===== src/rtl/sha_result_hex_tx_pkg.sv =====
`default_nettype none
// ============================================================================
//  Module      : sha_fmt_pkg
//  Description : Shared ASCII constants, hex-digit helpers and the line
//                formatter state encoding for sha_result_hex_tx.
//  Revision    : 1.0  initial release
// ============================================================================
package sha_fmt_pkg;

    localparam logic [7:0] c_ASCII_SP = 8'h20;
    localparam logic [7:0] c_ASCII_CR = 8'h0D;
    localparam logic [7:0] c_ASCII_LF = 8'h0A;

    localparam int c_ID_BITS   = 32;
    localparam int c_ID_DIGITS = 8;

    // Number of hex digits needed to print a field of the given width
    function automatic int hex_digits(input int bits);
        return (bits + 3) / 4;
    endfunction

    // Lowercase ASCII hex character for one nibble
    function automatic logic [7:0] hex_ascii(input logic [3:0] nib);
        logic [7:0] chr;
        if (nib < 4'd10) chr = 8'h30 + {4'h0, nib};
        else             chr = 8'h57 + {4'h0, nib};   // 'a' - 10
        return chr;
    endfunction

    // Line formatter states, in the order the fields are printed
    typedef enum logic [2:0] {
        ST_IDLE = 3'd0,
        ST_ID   = 3'd1,
        ST_SP1  = 3'd2,
        ST_LEN  = 3'd3,
        ST_SP2  = 3'd4,
        ST_SHA  = 3'd5,
        ST_CR   = 3'd6,
        ST_LF   = 3'd7
    } fmt_state_t;

endpackage
`default_nettype wire


===== src/rtl/sha_result_hex_tx_if.sv =====
`default_nettype none
// ============================================================================
//  Module      : sha_result_hex_tx_if
//  Description : Digest record input strobe plus the ASCII byte stream.
//                slave = formatter side, master = producer/sink side.
//  Revision    : 1.0  initial release
// ============================================================================
interface sha_result_hex_tx_if #(
    parameter int SHA_BITS = 256,
    parameter int LEN_BITS = 61
);
    logic                ivalid;
    logic [31:0]         iid;
    logic [LEN_BITS-1:0] ilen;
    logic [SHA_BITS-1:0] isha;
    logic                m_tvalid;
    logic                m_tready;
    logic [7:0]          m_tdata;
    logic                m_tlast;

    modport slave (
        input  ivalid, iid, ilen, isha, m_tready,
        output m_tvalid, m_tdata, m_tlast
    );

    modport master (
        output ivalid, iid, ilen, isha, m_tready,
        input  m_tvalid, m_tdata, m_tlast
    );
endinterface
`default_nettype wire


===== src/rtl/sha_result_hex_tx_fifo.sv =====
`default_nettype none
// ============================================================================
//  Module      : sha_result_fifo
//  Description : Synchronous record FIFO, 2**DEPTH_LOG2 entries. Read data is
//                registered and valid on the cycle after a pop.
//  Revision    : 1.0  initial release
// ============================================================================
module sha_result_fifo #(
    parameter int WIDTH      = 349,
    parameter int DEPTH_LOG2 = 2
) (
    input  logic             clk,
    input  logic             rstn,
    input  logic             push,
    input  logic [WIDTH-1:0] wdata,
    input  logic             pop,
    output logic [WIDTH-1:0] rdata,
    output logic             full,
    output logic             empty
);
    localparam int DEPTH = 1 << DEPTH_LOG2;

    logic [WIDTH-1:0]    r_mem [DEPTH];
    logic [DEPTH_LOG2:0] r_wptr;
    logic [DEPTH_LOG2:0] r_rptr;
    logic [WIDTH-1:0]    r_rdata;
    logic                w_wr;
    logic                w_rd;

    // Extra pointer bit distinguishes full from empty when the indices match
    assign full  = (r_wptr[DEPTH_LOG2] != r_rptr[DEPTH_LOG2]) &&
                   (r_wptr[DEPTH_LOG2-1:0] == r_rptr[DEPTH_LOG2-1:0]);
    assign empty = (r_wptr == r_rptr);
    assign w_wr  = push & ~full;
    assign w_rd  = pop & ~empty;
    assign rdata = r_rdata;

    // Storage array, written only when space is available
    always_ff @(posedge clk) begin
        if (w_wr) r_mem[r_wptr[DEPTH_LOG2-1:0]] <= wdata;
    end

    // Pointer bookkeeping and registered head read
    always_ff @(posedge clk or negedge rstn) begin
        if (!rstn) begin
            r_wptr  <= '0;
            r_rptr  <= '0;
            r_rdata <= '0;
        end else begin
            if (w_wr) r_wptr <= r_wptr + 1'b1;
            if (w_rd) begin
                r_rdata <= r_mem[r_rptr[DEPTH_LOG2-1:0]];
                r_rptr  <= r_rptr + 1'b1;
            end
        end
    end
endmodule
`default_nettype wire


===== src/rtl/sha_result_hex_tx.sv =====
`default_nettype none
// ============================================================================
//  Module      : sha_result_hex_tx
//  Description : Buffers sha core result records and prints each one as a
//                lowercase-hex ASCII line "id len sha\r\n" on a byte stream.
//  Revision    : 1.0  initial release
// ============================================================================
module sha_result_hex_tx
    import sha_fmt_pkg::*;
#(
    parameter int SHA_BITS   = 256,
    parameter int LEN_BITS   = 61,
    parameter int DEPTH_LOG2 = 2
) (
    input  logic                clk,
    input  logic                rstn,
    sha_result_hex_tx_if.slave  bus,
    output logic                overflow,
    output logic [15:0]         drop_cnt
);
    localparam int LEN_DIG  = hex_digits(LEN_BITS);
    localparam int SHA_DIG  = hex_digits(SHA_BITS);
    localparam int LEN_PAD  = LEN_DIG * 4;
    localparam int REC_BITS = c_ID_BITS + LEN_BITS + SHA_BITS;
    localparam int SHR_BITS = c_ID_BITS + LEN_PAD + SHA_BITS;
    localparam int MAX_DIG  = (SHA_DIG > LEN_DIG) ? ((SHA_DIG > c_ID_DIGITS) ? SHA_DIG : c_ID_DIGITS)
                                                  : ((LEN_DIG > c_ID_DIGITS) ? LEN_DIG : c_ID_DIGITS);
    localparam int CNT_W    = $clog2(MAX_DIG + 1);

    localparam logic [CNT_W-1:0] c_ID_LAST  = CNT_W'(c_ID_DIGITS - 1);
    localparam logic [CNT_W-1:0] c_LEN_LAST = CNT_W'(LEN_DIG - 1);
    localparam logic [CNT_W-1:0] c_SHA_LAST = CNT_W'(SHA_DIG - 1);

    fmt_state_t          r_state;
    logic                r_tvalid;
    logic                r_first;
    logic [CNT_W-1:0]    r_cnt;
    logic [SHR_BITS-1:0] r_shr;
    logic                r_overflow;
    logic [15:0]         r_drop_cnt;

    logic                w_full;
    logic                w_empty;
    logic                w_pop;
    logic                w_fire;
    logic [REC_BITS-1:0] w_rdata;
    logic [SHR_BITS-1:0] w_rec_pad;
    logic [SHR_BITS-1:0] w_src;
    logic [SHR_BITS-1:0] w_shifted;
    logic [3:0]          w_nib;
    logic [7:0]          w_tdata;
    logic                w_tlast;

    sha_result_fifo #(
        .WIDTH      (REC_BITS),
        .DEPTH_LOG2 (DEPTH_LOG2)
    ) u_fifo (
        .clk   (clk),
        .rstn  (rstn),
        .push  (bus.ivalid),
        .wdata ({bus.iid, bus.ilen, bus.isha}),
        .pop   (w_pop),
        .rdata (w_rdata),
        .full  (w_full),
        .empty (w_empty)
    );

    // Length is zero-extended to whole nibbles so every field shifts out 4 bits at a time
    assign w_rec_pad = {w_rdata[REC_BITS-1 -: c_ID_BITS],
                        LEN_PAD'(w_rdata[SHA_BITS +: LEN_BITS]),
                        w_rdata[SHA_BITS-1:0]};

    // The first digit of a line comes straight from the FIFO read register so a
    // back-to-back line needs no reload bubble; later digits come from the shifter.
    assign w_src     = r_first ? w_rec_pad : r_shr;
    assign w_shifted = {w_src[SHR_BITS-5:0], 4'h0};
    assign w_nib     = w_src[SHR_BITS-1 -: 4];
    assign w_fire    = r_tvalid & bus.m_tready;
    assign w_pop     = ~w_empty & ((r_state == ST_IDLE) | ((r_state == ST_LF) & w_fire));

    // Line formatter: walks the fields, advancing only on accepted bytes
    always_ff @(posedge clk or negedge rstn) begin
        if (!rstn) begin
            r_state  <= ST_IDLE;
            r_tvalid <= 1'b0;
            r_first  <= 1'b0;
            r_cnt    <= '0;
            r_shr    <= '0;
        end else begin
            case (r_state)
                ST_IDLE: begin
                    if (!w_empty) begin
                        r_state <= ST_ID;
                        r_cnt   <= c_ID_LAST;
                        r_first <= 1'b1;
                    end
                end
                ST_ID: begin
                    if (!r_tvalid) begin
                        r_tvalid <= 1'b1;       // read data has now landed
                    end else if (w_fire) begin
                        r_shr   <= w_shifted;
                        r_first <= 1'b0;
                        if (r_cnt == '0) r_state <= ST_SP1;
                        else             r_cnt   <= r_cnt - 1'b1;
                    end
                end
                ST_SP1: begin
                    if (w_fire) begin
                        r_state <= ST_LEN;
                        r_cnt   <= c_LEN_LAST;
                    end
                end
                ST_LEN: begin
                    if (w_fire) begin
                        r_shr <= w_shifted;
                        if (r_cnt == '0) r_state <= ST_SP2;
                        else             r_cnt   <= r_cnt - 1'b1;
                    end
                end
                ST_SP2: begin
                    if (w_fire) begin
                        r_state <= ST_SHA;
                        r_cnt   <= c_SHA_LAST;
                    end
                end
                ST_SHA: begin
                    if (w_fire) begin
                        r_shr <= w_shifted;
                        if (r_cnt == '0) r_state <= ST_CR;
                        else             r_cnt   <= r_cnt - 1'b1;
                    end
                end
                ST_CR: begin
                    if (w_fire) r_state <= ST_LF;
                end
                ST_LF: begin
                    if (w_fire) begin
                        if (!w_empty) begin
                            r_state <= ST_ID;
                            r_cnt   <= c_ID_LAST;
                            r_first <= 1'b1;
                        end else begin
                            r_state  <= ST_IDLE;
                            r_tvalid <= 1'b0;
                        end
                    end
                end
                default: begin
                    r_state  <= ST_IDLE;
                    r_tvalid <= 1'b0;
                end
            endcase
        end
    end

    // Byte decode from the registered state; held constant while stalled
    always_comb begin
        w_tdata = 8'h00;
        w_tlast = 1'b0;
        if (r_tvalid) begin
            case (r_state)
                ST_ID, ST_LEN, ST_SHA: w_tdata = hex_ascii(w_nib);
                ST_SP1, ST_SP2:        w_tdata = c_ASCII_SP;
                ST_CR:                 w_tdata = c_ASCII_CR;
                ST_LF: begin
                    w_tdata = c_ASCII_LF;
                    w_tlast = 1'b1;
                end
                default:               w_tdata = 8'h00;
            endcase
        end
    end

    // Drop accounting: full is judged before the edge, so a same-cycle pop does not help
    always_ff @(posedge clk or negedge rstn) begin
        if (!rstn) begin
            r_overflow <= 1'b0;
            r_drop_cnt <= '0;
        end else if (bus.ivalid && w_full) begin
            r_overflow <= 1'b1;
            if (r_drop_cnt != 16'hFFFF) r_drop_cnt <= r_drop_cnt + 16'd1;
        end
    end

    assign bus.m_tvalid = r_tvalid;
    assign bus.m_tdata  = w_tdata;
    assign bus.m_tlast  = w_tlast;
    assign overflow     = r_overflow;
    assign drop_cnt     = r_drop_cnt;

endmodule
`default_nettype wire


===== src/flat_wrapper.sv =====
// flat-port wrapper written by rule: the top's interface ports become plain ports
module sha_result_hex_tx_flat import sha_fmt_pkg::*;
#(
    parameter int SHA_BITS   = 256,
    parameter int LEN_BITS   = 61,
    parameter int DEPTH_LOG2 = 2
)
  (clk, rstn, overflow, drop_cnt, bus_ivalid, bus_iid, bus_ilen, bus_isha, bus_m_tready, bus_m_tvalid, bus_m_tdata, bus_m_tlast);
  sha_result_hex_tx_if #(.SHA_BITS(SHA_BITS), .LEN_BITS(LEN_BITS)) bus_i ();
  input  logic clk;
  input  logic rstn;
  output logic overflow;
  output logic [15:0] drop_cnt;
  input wire logic [$bits(bus_i.ivalid)-1:0] bus_ivalid;
  input wire logic [$bits(bus_i.iid)-1:0] bus_iid;
  input wire logic [$bits(bus_i.ilen)-1:0] bus_ilen;
  input wire logic [$bits(bus_i.isha)-1:0] bus_isha;
  input wire logic [$bits(bus_i.m_tready)-1:0] bus_m_tready;
  output wire logic [$bits(bus_i.m_tvalid)-1:0] bus_m_tvalid;
  output wire logic [$bits(bus_i.m_tdata)-1:0] bus_m_tdata;
  output wire logic [$bits(bus_i.m_tlast)-1:0] bus_m_tlast;
  assign bus_i.ivalid = bus_ivalid;
  assign bus_i.iid = bus_iid;
  assign bus_i.ilen = bus_ilen;
  assign bus_i.isha = bus_isha;
  assign bus_i.m_tready = bus_m_tready;
  assign bus_m_tvalid = bus_i.m_tvalid;
  assign bus_m_tdata = bus_i.m_tdata;
  assign bus_m_tlast = bus_i.m_tlast;
  sha_result_hex_tx #(.SHA_BITS(SHA_BITS), .LEN_BITS(LEN_BITS), .DEPTH_LOG2(DEPTH_LOG2)) u_core (.clk(clk), .rstn(rstn), .bus(bus_i), .overflow(overflow), .drop_cnt(drop_cnt));
endmodule

===== config.mk =====
export PLATFORM = sky130hd
export DESIGN_NAME = sha_result_hex_tx_flat
export DESIGN_NICKNAME = d
export VERILOG_FILES = /design/src/rtl/sha_result_hex_tx_pkg.sv /design/src/rtl/sha_result_hex_tx_if.sv /design/src/rtl/sha_result_hex_tx_fifo.sv /design/src/rtl/sha_result_hex_tx.sv /design/src/flat_wrapper.sv
export SDC_FILE = /design/constraint.sdc
export NUM_CORES = 2
export LEC_CHECK = 0
export BUFFER_PORTS_ARGS = -buffer_cell sky130_fd_sc_hd__clkbuf_2
export CELL_PAD_IN_SITES_DETAIL_PLACEMENT = 1
export CELL_PAD_IN_SITES_GLOBAL_PLACEMENT = 2
export CORE_UTILIZATION = 49
export CTS_BUF_LIST = sky130_fd_sc_hd__clkbuf_8
export CTS_CLUSTER_DIAMETER = 40
export DETAILED_ROUTE_END_ITERATION = 10
export GPL_TIMING_DRIVEN = 0
export PLACE_DENSITY = 0.93
export SLEW_MARGIN = 30
export SYNTH_ARGS = -nofsm -noshare
export SYNTH_HDL_FRONTEND = slang
export SYNTH_HIERARCHICAL = 1
export SYNTH_SLANG_ARGS = --single-unit

===== constraint.sdc =====
create_clock -name clk -period 29.2 [get_ports clk]
set_input_delay 4.38 -clock clk [delete_from_list [all_inputs] [get_ports clk]]
set_output_delay 4.38 -clock clk [all_outputs]
set_load 0.02 [all_outputs]

==> qor.txt <==
WL per Instance - 27.0 µm
MaxCap Viol Count - 0
CP Data Required Time - 24.82 ns
top-level I/O count - 380
Die Y - 410 µm
Worst path top cell family by delay - buffers and inverters
Clock Sinks - 2128
outcome - finished with violations
worst hold path type - flip-flop to flip-flop
H-tree levels - 5
r2r startpoint - u_core/u_fifo/r_rptr[1]$_DFFE_PN0P_
final net count - 5495
footprint of the multi-input gates - 19900 µm²
Post-Syn Area - 81500 µm²
area leader, netlist - edfxtp_1
core area - 165000 µm²
Fillers - 14700
Critical Path Stages - 7
P&R area growth vs syn - 16.8%
Worst EP arrival - 3.57 ns
LEAKAGE - 35.9 nW
Root Buffer - clkbuf_8
Min Clock Period, post-route - 7.95 ns
layout cells sized above 1 - 29.5%
Buffers on Ports - 378
GRT Total Usage - 24.8%
setup bufs post-CTS - 0
vias in the first global route - 48100
Non-Filler Instances - 7640
dpl hpwl - 134000 µm
Worst slew margin - 33.4%
CTS resizes - 0
most frequent cell after synthesis - edfxtp_1
Hold Buf Count CTS - 0
cell breakdown of the critical path - buf_2 -> buf_2 -> mux2i_1 -> ha_1 -> nand2_1 -> a21oi_1 -> clkbuf_2
slowest stage delay, CP - 0.71 ns
final slew viol count - 0
CP startpoint - u_core/r_first$_DFFE_PN0P_
PwrDens - 93.2 nW/µm²
largest net degree at the start of global routing - 76
failing checks - design-rule violations
Remaining Overflow, GRT - 0
drt total wl - 206000 µm
DRT antenna net count - 0
worst skew pair latency - 1.03 ns
final hold violation count - 0
first-pass iteration count of the detailed router - 8
distinct cell type count after synthesis - 58
async set or reset register ratio after synthesis - 34.4%
CP endpoint kind - output pin
DR vias - 42900
most used cell, CP - buf_2
Place WS - 22.28 ns
Synth top cells by count - 1396 x edfxtp_1, 732 x dfrtp_1, 358 x nor2_1
Avg Inst Size Synth - 18.9 µm²
global-route wire length before repair - 309000 µm
FF+latch count, synth - 2128
CTS tree - yes
post-synthesis sequential area ratio - 73.9%
antenna violations before repair - 60
worst vdd ir - 0.0632 mV
clock skew - 0.0833 ns
Cells after Synth - 4311
worst slew pin tran - 0.995 ns
Yosys warning count - 6
Max Freq - 126 MHz
drt drc - 144
Reg area - 60200 µm²
Die Area - 168000 µm²
Post-synth EDFFs - 1396
main area contributors after synthesis - edfxtp_1 51%, dfrtp_1 22%, mux4_2 9.6%
Reg clk slew, reported paths - 0.06 ns
RSZ-0062 raised after global routing - no
clock buffer count from CTS - 370
Setup Viol. Count Final - 0
Crit-path slowest cell - a21oi_1
CP bufs+invs - 3
Startpoint Class - flip-flop
Initial Utilization - 49.4%
Worst Slack Setup Final - 21.25 ns
Crit Path Max Fanout - 10
Synth Flop Type - edfxtp_1
Yosys top cell area share - 51.5%
row count - 149
Final period util - 27.2%
maximum buffer depth of the clock tree - 4
Worst Hold Path Cells - 1
hold path startpoint - u_core/r_cnt[6]$_DFFE_PN0P_
Chip Width - 410 µm
setup tns final - 0 ns
CP Class - flip-flop to output pin
FF-to-FF path depth - 11
GPL Wtd Cong - 0.801
Detailed Route Iter0 Violations - 2900
Via-to-Cell Ratio - 5.61
placed cell count - 6950
Syn Nets - 4673
## through the flow
stage                     util (%)  instance area, µm²  power [mW]  hold WS [ns]
after floorplan                  -               81500        5.60         0.431
after global placement        52.2               86100        6.36         0.442
final                         57.7               95200        8.87         0.452
after CTS                     57.6               95100        8.96         0.455
after detailed placement      53.2               87800        6.20         0.447
after global routing          57.7               95200        9.23         0.490
## per-layer routing
metal / vias to the layer above / wire, µm / GRT usage (%)
met2: 1280 / 108000 / 42.4
met1: 22700 / 80600 / 30.9
met5: - / 289 / 0
met4: 42 / 5420 / 8.49
li1: 18400 / - / -
met3: 422 / 12100 / 6.03
## final cells by class
class / instances / share of cell area (%)
Sequential cell: 2128 / 63.3
Clock inverter: 261 / 1.84
Timing Repair Buffer: 450 / 3.75
Multi-Input combinational cell: 1929 / 20.9
Antenna cell: 25 / 0.0657
Clock buffer: 404 / 5.84
Inverter: 10 / 0.0394
Tap cell: 2189 / 2.88
Buffer: 244 / 1.37
## report_power, final
part           internal (mW)  total (mW)  switching [mW]
logic                  0.888        1.93            1.04
clock network           1.49        2.71            1.22
registers               3.94        4.23           0.296
total                   6.31        8.87            2.56
## final timing paths
kind | end | slack (ns)
max | bus_m_tdata[4] | 21.25
min | u_core/r_cnt[6]$_DFFE_PN0P_ | 0.45
max reg2reg | u_core/u_fifo/rdata[96]$_DFFE_PN0P_ | 25.37
min reg2reg | u_core/r_cnt[6]$_DFFE_PN0P_ | 0.45
max in group asynchronous | u_core/r_shr[108]$_DFFE_PN0P_ | 23.83
min in group asynchronous | u_core/u_fifo/rdata[207]$_DFFE_PN0P_ | 3.34
## state kept, by name, summed over array words and instances (netlist names)
| name | flops |
|---|---|
| u_core/r_shr | 348 |
| u_core/r_first | 1 |
| u_core/drop_cnt | 16 |
| u_core/u_fifo/r_mem | 1396 |
| u_core/u_fifo/r_rptr | 3 |
| u_core/r_state | 3 |
| u_core/r_cnt | 7 |
| u_core/overflow | 1 |
| u_core/bus.m_tvalid | 1 |
| u_core/u_fifo/r_wptr | 3 |
| u_core/u_fifo/rdata | 349 |
## worst register-to-register path: stages (launching register included)
cell	delay, ns
dfrtp_1	0.38
buf_4	0.21
xnor2_2	0.33
nand2_1	0.13
nor2_1	0.77
a21oi_1	0.33
inv_1	0.14
a31o_1	0.10
buf_2	0.32
buf_6	0.35
buf_6	0.24
mux2_1	0.38
## logic make-up (layout without fill, tap and decap cells)
kind of cell	Yosys count	in the layout	share of synthesized area (%)
DFF	2128	2128	73.9
muxes	1047	1047	19.2
and+or+nand+nor	464	464	2.34
AOI/OAI and AO/OA	386	386	2.49
buffers and inverters	254	1369	1.64
xor gates and xnor gates	22	22	0.255
adders and majority gates	9	9	0.138
other	1	26	0.00460
## cells in the final DEF, fill, tap and decap left out, types with 4 or more instances in the layout
| cell type | instances |
|---|---|
| and2_4 | 4 |
| mux2_4 | 90 |
| clkinv_1 | 45 |
| inv_1 | 143 |
| mux2i_1 | 345 |
| and4_1 | 4 |
| buf_2 | 107 |
| buf_8 | 15 |
| xnor2_1 | 13 |
| nand3b_1 | 4 |
| bufinv_16 | 24 |
| clkbuf_8 | 405 |
| mux4_2 | 349 |
| edfxtp_1 | 1396 |
| diode_2 | 25 |
| and2_1 | 5 |
| nor2_1 | 358 |
| xor2_1 | 7 |
| a21oi_1 | 352 |
| buf_12 | 17 |
| buf_6 | 32 |
| clkinvlp_4 | 17 |
| buf_16 | 40 |
| nand3_1 | 13 |
| dfrtp_1 | 732 |
| and3_1 | 8 |
| clkbuf_2 | 382 |
| nand4_1 | 7 |
| mux2_2 | 63 |
| buf_1 | 10 |
| mux2_1 | 200 |
| a31oi_1 | 4 |
| clkinv_2 | 37 |
| ha_1 | 9 |
| o21ai_0 | 7 |
| nand2_1 | 47 |
| clkbuf_1 | 87 |
(Power assumes the default switching activity.)
